`src/rtl/uart_bus_pkg.sv`:
```
// Shared state encoding and default parameters for the UART bus master.
package uart_bus_pkg;

  localparam int unsigned BYTE_W = 8;
  localparam int unsigned ADDR_W = 32;

  localparam logic [ADDR_W-1:0] DEFAULT_WRITE_ADDRESS  = 32'h1000_0000;
  localparam logic [ADDR_W-1:0] DEFAULT_READ_ADDRESS   = 32'h1000_0004;
  localparam int unsigned       DEFAULT_TIMEOUT_CYCLES = 1024;

  typedef enum logic [2:0] {
    IDLE  = 3'd0,
    WRITE = 3'd1,
    READ  = 3'd2,
    ACK   = 3'd3,
    GAP   = 3'd4
  } state_e;

  // A bus transaction is outstanding in these states.
  function automatic logic is_busy(input state_e s);
    return (s == WRITE) || (s == READ);
  endfunction

endpackage

```
`src/rtl/uart_bus_timer.sv`:
```
// Transaction watchdog: counts cycles while start is high, clear returns it to zero,
// expired flags the last allowed cycle of the wait.
module uart_bus_timer
  import uart_bus_pkg::*;
#(
  parameter int unsigned TIMEOUT_CYCLES = DEFAULT_TIMEOUT_CYCLES
) (
  input  logic clock,
  input  logic reset_n,
  input  logic start,
  input  logic clear,
  output logic expired
);

  localparam int unsigned        CNT_W = $clog2(TIMEOUT_CYCLES + 1);
  localparam logic [CNT_W-1:0]   LAST  = CNT_W'(TIMEOUT_CYCLES - 1);

  logic [CNT_W-1:0] count_q, count_d;

  // Saturate on the last cycle so a late response cannot wrap the count.
  always_comb begin
    count_d = count_q;
    if (clear) begin
      count_d = '0;
    end else if (start && (count_q != LAST)) begin
      count_d = count_q + CNT_W'(1);
    end
  end

  always_ff @(posedge clock or negedge reset_n) begin
    if (!reset_n) begin
      count_q <= '0;
    end else begin
      count_q <= count_d;
    end
  end

  assign expired = start && !clear && (count_q == LAST);

endmodule

```
`src/rtl/uart_bus_master.sv`:
```
// UART bus master: moves bytes between a tx/rx stream interface and a memory-mapped UART.
// Define UART_BUS_MASTER_TIMEOUT_EN to abort bus transactions after TIMEOUT_CYCLES.
module uart_bus_master
  import uart_bus_pkg::*;
#(
  parameter logic [ADDR_W-1:0] WRITE_ADDRESS  = DEFAULT_WRITE_ADDRESS,
  parameter logic [ADDR_W-1:0] READ_ADDRESS   = DEFAULT_READ_ADDRESS,
  parameter int unsigned       TIMEOUT_CYCLES = DEFAULT_TIMEOUT_CYCLES
) (
  input  logic              clock,
  input  logic              reset_n,
  input  logic [BYTE_W-1:0] tx_data_i,
  input  logic              tx_valid_i,
  output logic              tx_ready_o,
  output logic [BYTE_W-1:0] rx_data_o,
  output logic              rx_valid_o,
  input  logic              rx_ready_i,
  output logic [ADDR_W-1:0] rw_address,
  output logic [BYTE_W-1:0] write_data,
  output logic              write_request,
  input  logic              write_response,
  output logic              read_request,
  input  logic [ADDR_W-1:0] read_data,
  input  logic              read_response,
  input  logic              uart_irq,
  output logic              uart_irq_response,
  output logic              timeout_o
);

  state_e            state_q, state_d;
  logic [ADDR_W-1:0] rw_address_q, rw_address_d;
  logic [BYTE_W-1:0] write_data_q, write_data_d;
  logic [BYTE_W-1:0] rx_data_q, rx_data_d;
  logic              rx_valid_q, rx_valid_d;
  logic              write_request_q, write_request_d;
  logic              read_request_q, read_request_d;
  logic              irq_ack_q, irq_ack_d;
  logic              timeout_d;
  logic              tx_ready_c;
  logic              expired_c;

  // Next state and registered outputs; requests follow the state being entered.
  always_comb begin
    state_d      = state_q;
    rw_address_d = rw_address_q;
    write_data_d = write_data_q;
    rx_data_d    = rx_data_q;
    rx_valid_d   = rx_valid_q;
    tx_ready_c   = 1'b0;
    timeout_d    = 1'b0;

    if (rx_valid_q && rx_ready_i) begin
      rx_valid_d = 1'b0;
    end

    case (state_q)
      IDLE: begin
        if (uart_irq && !rx_valid_q) begin
          state_d = READ;
        end else if (tx_valid_i) begin
          tx_ready_c   = 1'b1;
          write_data_d = tx_data_i;
          state_d      = WRITE;
        end
      end
      WRITE: begin
        if (write_response) begin
          state_d = GAP;
        end else if (expired_c) begin
          timeout_d = 1'b1;
          state_d   = GAP;
        end
      end
      READ: begin
        // A completing read overrides a same-cycle drain of the holding register.
        if (read_response) begin
          rx_data_d  = read_data[BYTE_W-1:0];
          rx_valid_d = 1'b1;
          state_d    = ACK;
        end else if (expired_c) begin
          timeout_d = 1'b1;
          state_d   = GAP;
        end
      end
      ACK:     state_d = GAP;
      GAP:     state_d = IDLE;
      default: state_d = IDLE;
    endcase

    if (state_d == WRITE) begin
      rw_address_d = WRITE_ADDRESS;
    end else if (state_d == READ) begin
      rw_address_d = READ_ADDRESS;
    end

    write_request_d = (state_d == WRITE);
    read_request_d  = (state_d == READ);
    irq_ack_d       = (state_d == ACK);
  end

  always_ff @(posedge clock or negedge reset_n) begin
    if (!reset_n) begin
      state_q         <= IDLE;
      rw_address_q    <= WRITE_ADDRESS;
      write_data_q    <= '0;
      rx_data_q       <= '0;
      rx_valid_q      <= 1'b0;
      write_request_q <= 1'b0;
      read_request_q  <= 1'b0;
      irq_ack_q       <= 1'b0;
    end else begin
      state_q         <= state_d;
      rw_address_q    <= rw_address_d;
      write_data_q    <= write_data_d;
      rx_data_q       <= rx_data_d;
      rx_valid_q      <= rx_valid_d;
      write_request_q <= write_request_d;
      read_request_q  <= read_request_d;
      irq_ack_q       <= irq_ack_d;
    end
  end

`ifdef UART_BUS_MASTER_TIMEOUT_EN
  logic busy_c;
  logic timeout_q;

  assign busy_c = is_busy(state_q);

  uart_bus_timer #(
    .TIMEOUT_CYCLES (TIMEOUT_CYCLES)
  ) u_timer (
    .clock   (clock),
    .reset_n (reset_n),
    .start   (busy_c),
    .clear   (!busy_c),
    .expired (expired_c)
  );

  always_ff @(posedge clock or negedge reset_n) begin
    if (!reset_n) begin
      timeout_q <= 1'b0;
    end else begin
      timeout_q <= timeout_d;
    end
  end

  assign timeout_o = timeout_q;
`else
  logic unused_tmo_c;

  assign expired_c    = 1'b0;
  assign timeout_o    = 1'b0;
  assign unused_tmo_c = timeout_d ^ (^32'(TIMEOUT_CYCLES));
`endif

  // Only the low byte of the UART receive register carries data.
  logic unused_rd_c;
  assign unused_rd_c = ^read_data[ADDR_W-1:BYTE_W];

  assign tx_ready_o        = tx_ready_c;
  assign rx_data_o         = rx_data_q;
  assign rx_valid_o        = rx_valid_q;
  assign rw_address        = rw_address_q;
  assign write_data        = write_data_q;
  assign write_request     = write_request_q;
  assign read_request      = read_request_q;
  assign uart_irq_response = irq_ack_q;

endmodule

```
`config.mk`:
```
export PLATFORM = sky130hd
export DESIGN_NAME = uart_bus_master
export DESIGN_NICKNAME = d
export VERILOG_FILES = /design/src/rtl/uart_bus_pkg.sv /design/src/rtl/uart_bus_timer.sv /design/src/rtl/uart_bus_master.sv
export SDC_FILE = /design/constraint.sdc
export NUM_CORES = 1
export LEC_CHECK = 0
export CAP_MARGIN = 20
export CORE_MARGIN = 5
export CORE_UTILIZATION = 25
export DETAILED_ROUTE_END_ITERATION = 10
export PLACE_DENSITY_LB_ADDON = 0.3
export SYNTH_ARGS = -nofsm -noshare
export SYNTH_HDL_FRONTEND = slang
export SYNTH_HIERARCHICAL = 1
export SYNTH_SLANG_ARGS = --single-unit
```
`constraint.sdc`:
```
create_clock -name clock -period 3.6 [get_ports clock]
set_clock_uncertainty 0.05 [all_clocks]
set_input_delay 0.36 -clock clock [delete_from_list [all_inputs] [get_ports clock]]
set_output_delay 0.36 -clock clock [all_outputs]
set_load 0.1 [all_outputs]
```
==> results by group <==
Setup path
  – CP required: 3.19 ns
  – Critical Path, Cell by Cell: clkdlybuf4s50_1
  – Levels on crit path: 1
  – Worst R2R Start: state_q[0]
  – Startpoint Class: flop
  – CP Capture Type: output port
  – CP max stage delay: 1.15 ns
  – Top delay family on crit path: buffers and inverters
  – Path depth of the worst reg2reg path: 2
  – Crit Path Category: reg2out
  – Worst EP arrival: 1.80 ns
  – Crit path max-delay cell type: clkdlybuf4s50_1
  – WP buf/inv: 1
  – Crit path launch: rw_address[2]
  – Crit-path max FO: 3

Yosys
  – Register area share after synthesis: 0.4834
  – Synth Area in XOR/XNOR: 0
  – Simple-gate area share of the yosys netlist: 0.08560
  – Netlist cell types: 25
  – Largest family of logic cells by synthesized area: buffers and inverters
  – Post-synthesis cell count: 100
  – Synth Area in Compound Gates: 0.02518
  – Avg Cell Area, Syn: 12.42 um^2
  – Share of the synthesized area in the top cell type: 0.4834
  – Area contributors post-synth: dfrtp_1 48%, buf_4 20%, mux2_4 9.7%, mux2_1 3.6%, mux2_2 3.6%
  – Post-Synth Adder-Cell Area: 0
  – Mux cell area share after synthesis: 0.1692
  – Area leader, netlist: dfrtp_1
  – Ys Warns: 6
  – Synthesized area: 1242 um^2
  – Flops & latches, synth: 24

Timing
  – Setup violations, final: 0
  – Final Cycle Share: 0.6136
  – Fin. Hold Viols: 0
  – Fin crit period: 2.209 ns
  – Slew Limit Fails: 0
  – Slew @ Worst Pin: 0.9859 ns
  – RSZ-0062 raised after global routing: no
  – Post-route setup TNS: 0 ns
  – Max Fclk: 452.7 MHz
  – Rel. slew slack: 0.3407

Floorplanning
  – Initial Utilization: 0.2596
  – IO Count: 101
  – Chip height: 80.50 um
  – Core Rows: 25
  – Width of the die: 80.50 um
  – DIE AREA: 6479 um^2
  – Core area: 4786 um^2

Layout
  – Fin nets: 192
  – Area Growth Syn to Fin: 35.95%
  – Fillers: 481
  – Share of cells above drive strength 1: 0.1597
  – Register Area: 600.6 um^2
  – Multi-input gate area: 467.9 um^2
  – Antenna diode instance count: 0

Drt
  – Post-Route WL: 2.679 mm
  – Router iterations before antenna repair: 4
  – Antenna-violating nets left: 0
  – Vias per std cell: 3.725
  – DR DRC count: 0
  – Routed length per instance: 12.70 um
  – Vias after detailed routing: 786
  – Initial DRC count: 32

Clocking
  – Total CTS buffers: 3
  – TritonCTS clock tree: built
  – Post-CTS sizing: 0
  – Reg clk slew, reported paths: 0.09 ns
  – Hold-fix buffers at CTS: 0
  – Clock latency on the worst-skew pair: 0.26 ns
  – Number of post-CTS setup repair buffers: 0
  – # clock sinks: 24
  – Root Buffer: clkbuf_8
  – Clock tree buffer depth: 2
  – H-tree depth: 1

Global route
  – Total track usage: 0.08463
  – Largest net degree at the start of global routing: 25
  – GRT overflow: 0
  – First-pass GRT wire length: 4.284 mm
  – Vias in the first global route: 880
  – Antenna violations before repair: 0

Run status
  – Outcome: complete, no violations

Placed design
  – Hpwl dp: 2.083 mm
  – GPL Wtd Cong: 0.7675
  – IO buf count: 44

Min path
  – Hold crit path type: in2async

Flow run
  – Total of max-cap violations: 0
[synth_stat cells, drive strengths merged]
cell type / count
nor3: 2
or4b: 1
nor3b: 2
a31oi: 1
nand2: 3
nand2b: 1
nand3b: 1
or2: 1
nor2: 2
clkinv: 1
dfrtp: 24
conb: 2
nor4: 1
nand3: 1
o31ai: 1
a21oi: 2
inv: 2
mux2: 16
buf: 35
o21bai: 1
[routing by layer]
layer | vias to the layer above | global-route usage | routed length (um) | share of wire
li1 | 353 | - | - | -
met1 | 381 | 0.09780 | 989 | 0.37
met2 | 50 | 0.1474 | 1379 | 0.51
met3 | 2 | 0.03027 | 305 | 0.11
met4 | 0 | 0.02196 | 5 | 0.0019
met5 | - | 0 | 0 | 0
[registers in the layout (all words and copies together), names as in the netlist]
register	count
rw_address	1
state_q	3
write_request	1
read_request	1
write_data	8
rx_data_o	8
uart_irq_response	1
rx_valid_o	1
[logic make-up after synthesis]
| kind of cell | after synthesis |
|---|---|
| other | 2 |
| AND/OR/NAND/NOR | 15 |
| AO/OA/AOI/OAI | 5 |
| buffers and inverters | 38 |
| multiplexers | 16 |
| flip-flops | 24 |
[cell type report]
cell class | count | area share
sequential | 24 | 0.3556
tap | 67 | 0.04963
clock buffer | 4 | 0.03259
timing repair buffer | 45 | 0.2756
multi-input combinational | 68 | 0.2770
inverter | 3 | 0.009630
[worst paths after layout]
check                                endpoint  slack (ns)
worst min-delay path            write_data[7]        0.33
worst min register to register   rx_data_o[3]        0.45
worst max-delay path            rw_address[2]        1.39
max in group asynchronous        rx_data_o[1]        2.74
min in group clock               rx_data_o[3]        0.45
worst max register to register   rx_data_o[1]        1.77
[placed cells by master (no fill, tap or decap)]
cell type and instances:
clkbuf_8 4, o21bai_1 1, clkdlybuf4s50_1 43, inv_1 2
mux2_1 4, conb_1 32, buf_16 1, or4b_1 1
nor4_1 1, nand3_2 1, nor3b_1 1, a21oi_1 2
mux2_4 8, or2_2 1, nor3_1 1, nand2b_1 1
clkinv_4 1, buf_4 1, mux2_2 4, a31oi_1 1
nor3_2 1, nor2_1 2, dfrtp_1 24, nor3b_4 1
nand2_1 3, o31ai_1 1, nand3b_1 1
[metrics by stage]
step / area [um^2] / instances / hold slack, ns / setup slack (ns) / util
2_1_floorplan: 1355 / 130 / 0.01441 / 1.624 / -
3_3_place_gp: 1607 / 206 / 0.4177 / 1.472 / 0.3357
3_5_place_dp: 1607 / 206 / 0.4325 / 1.395 / 0.3357
4_1_cts: 1662 / 210 / 0.4529 / 1.372 / 0.3472
5_1_grt: 1689 / 211 / 0.3425 / 1.340 / 0.3529
6_report: 1689 / 211 / 0.3321 / 1.391 / 0.3529
Power is not shown: default switching activity piles up to over one toggle a cycle in this logic, so the estimate is an artifact.
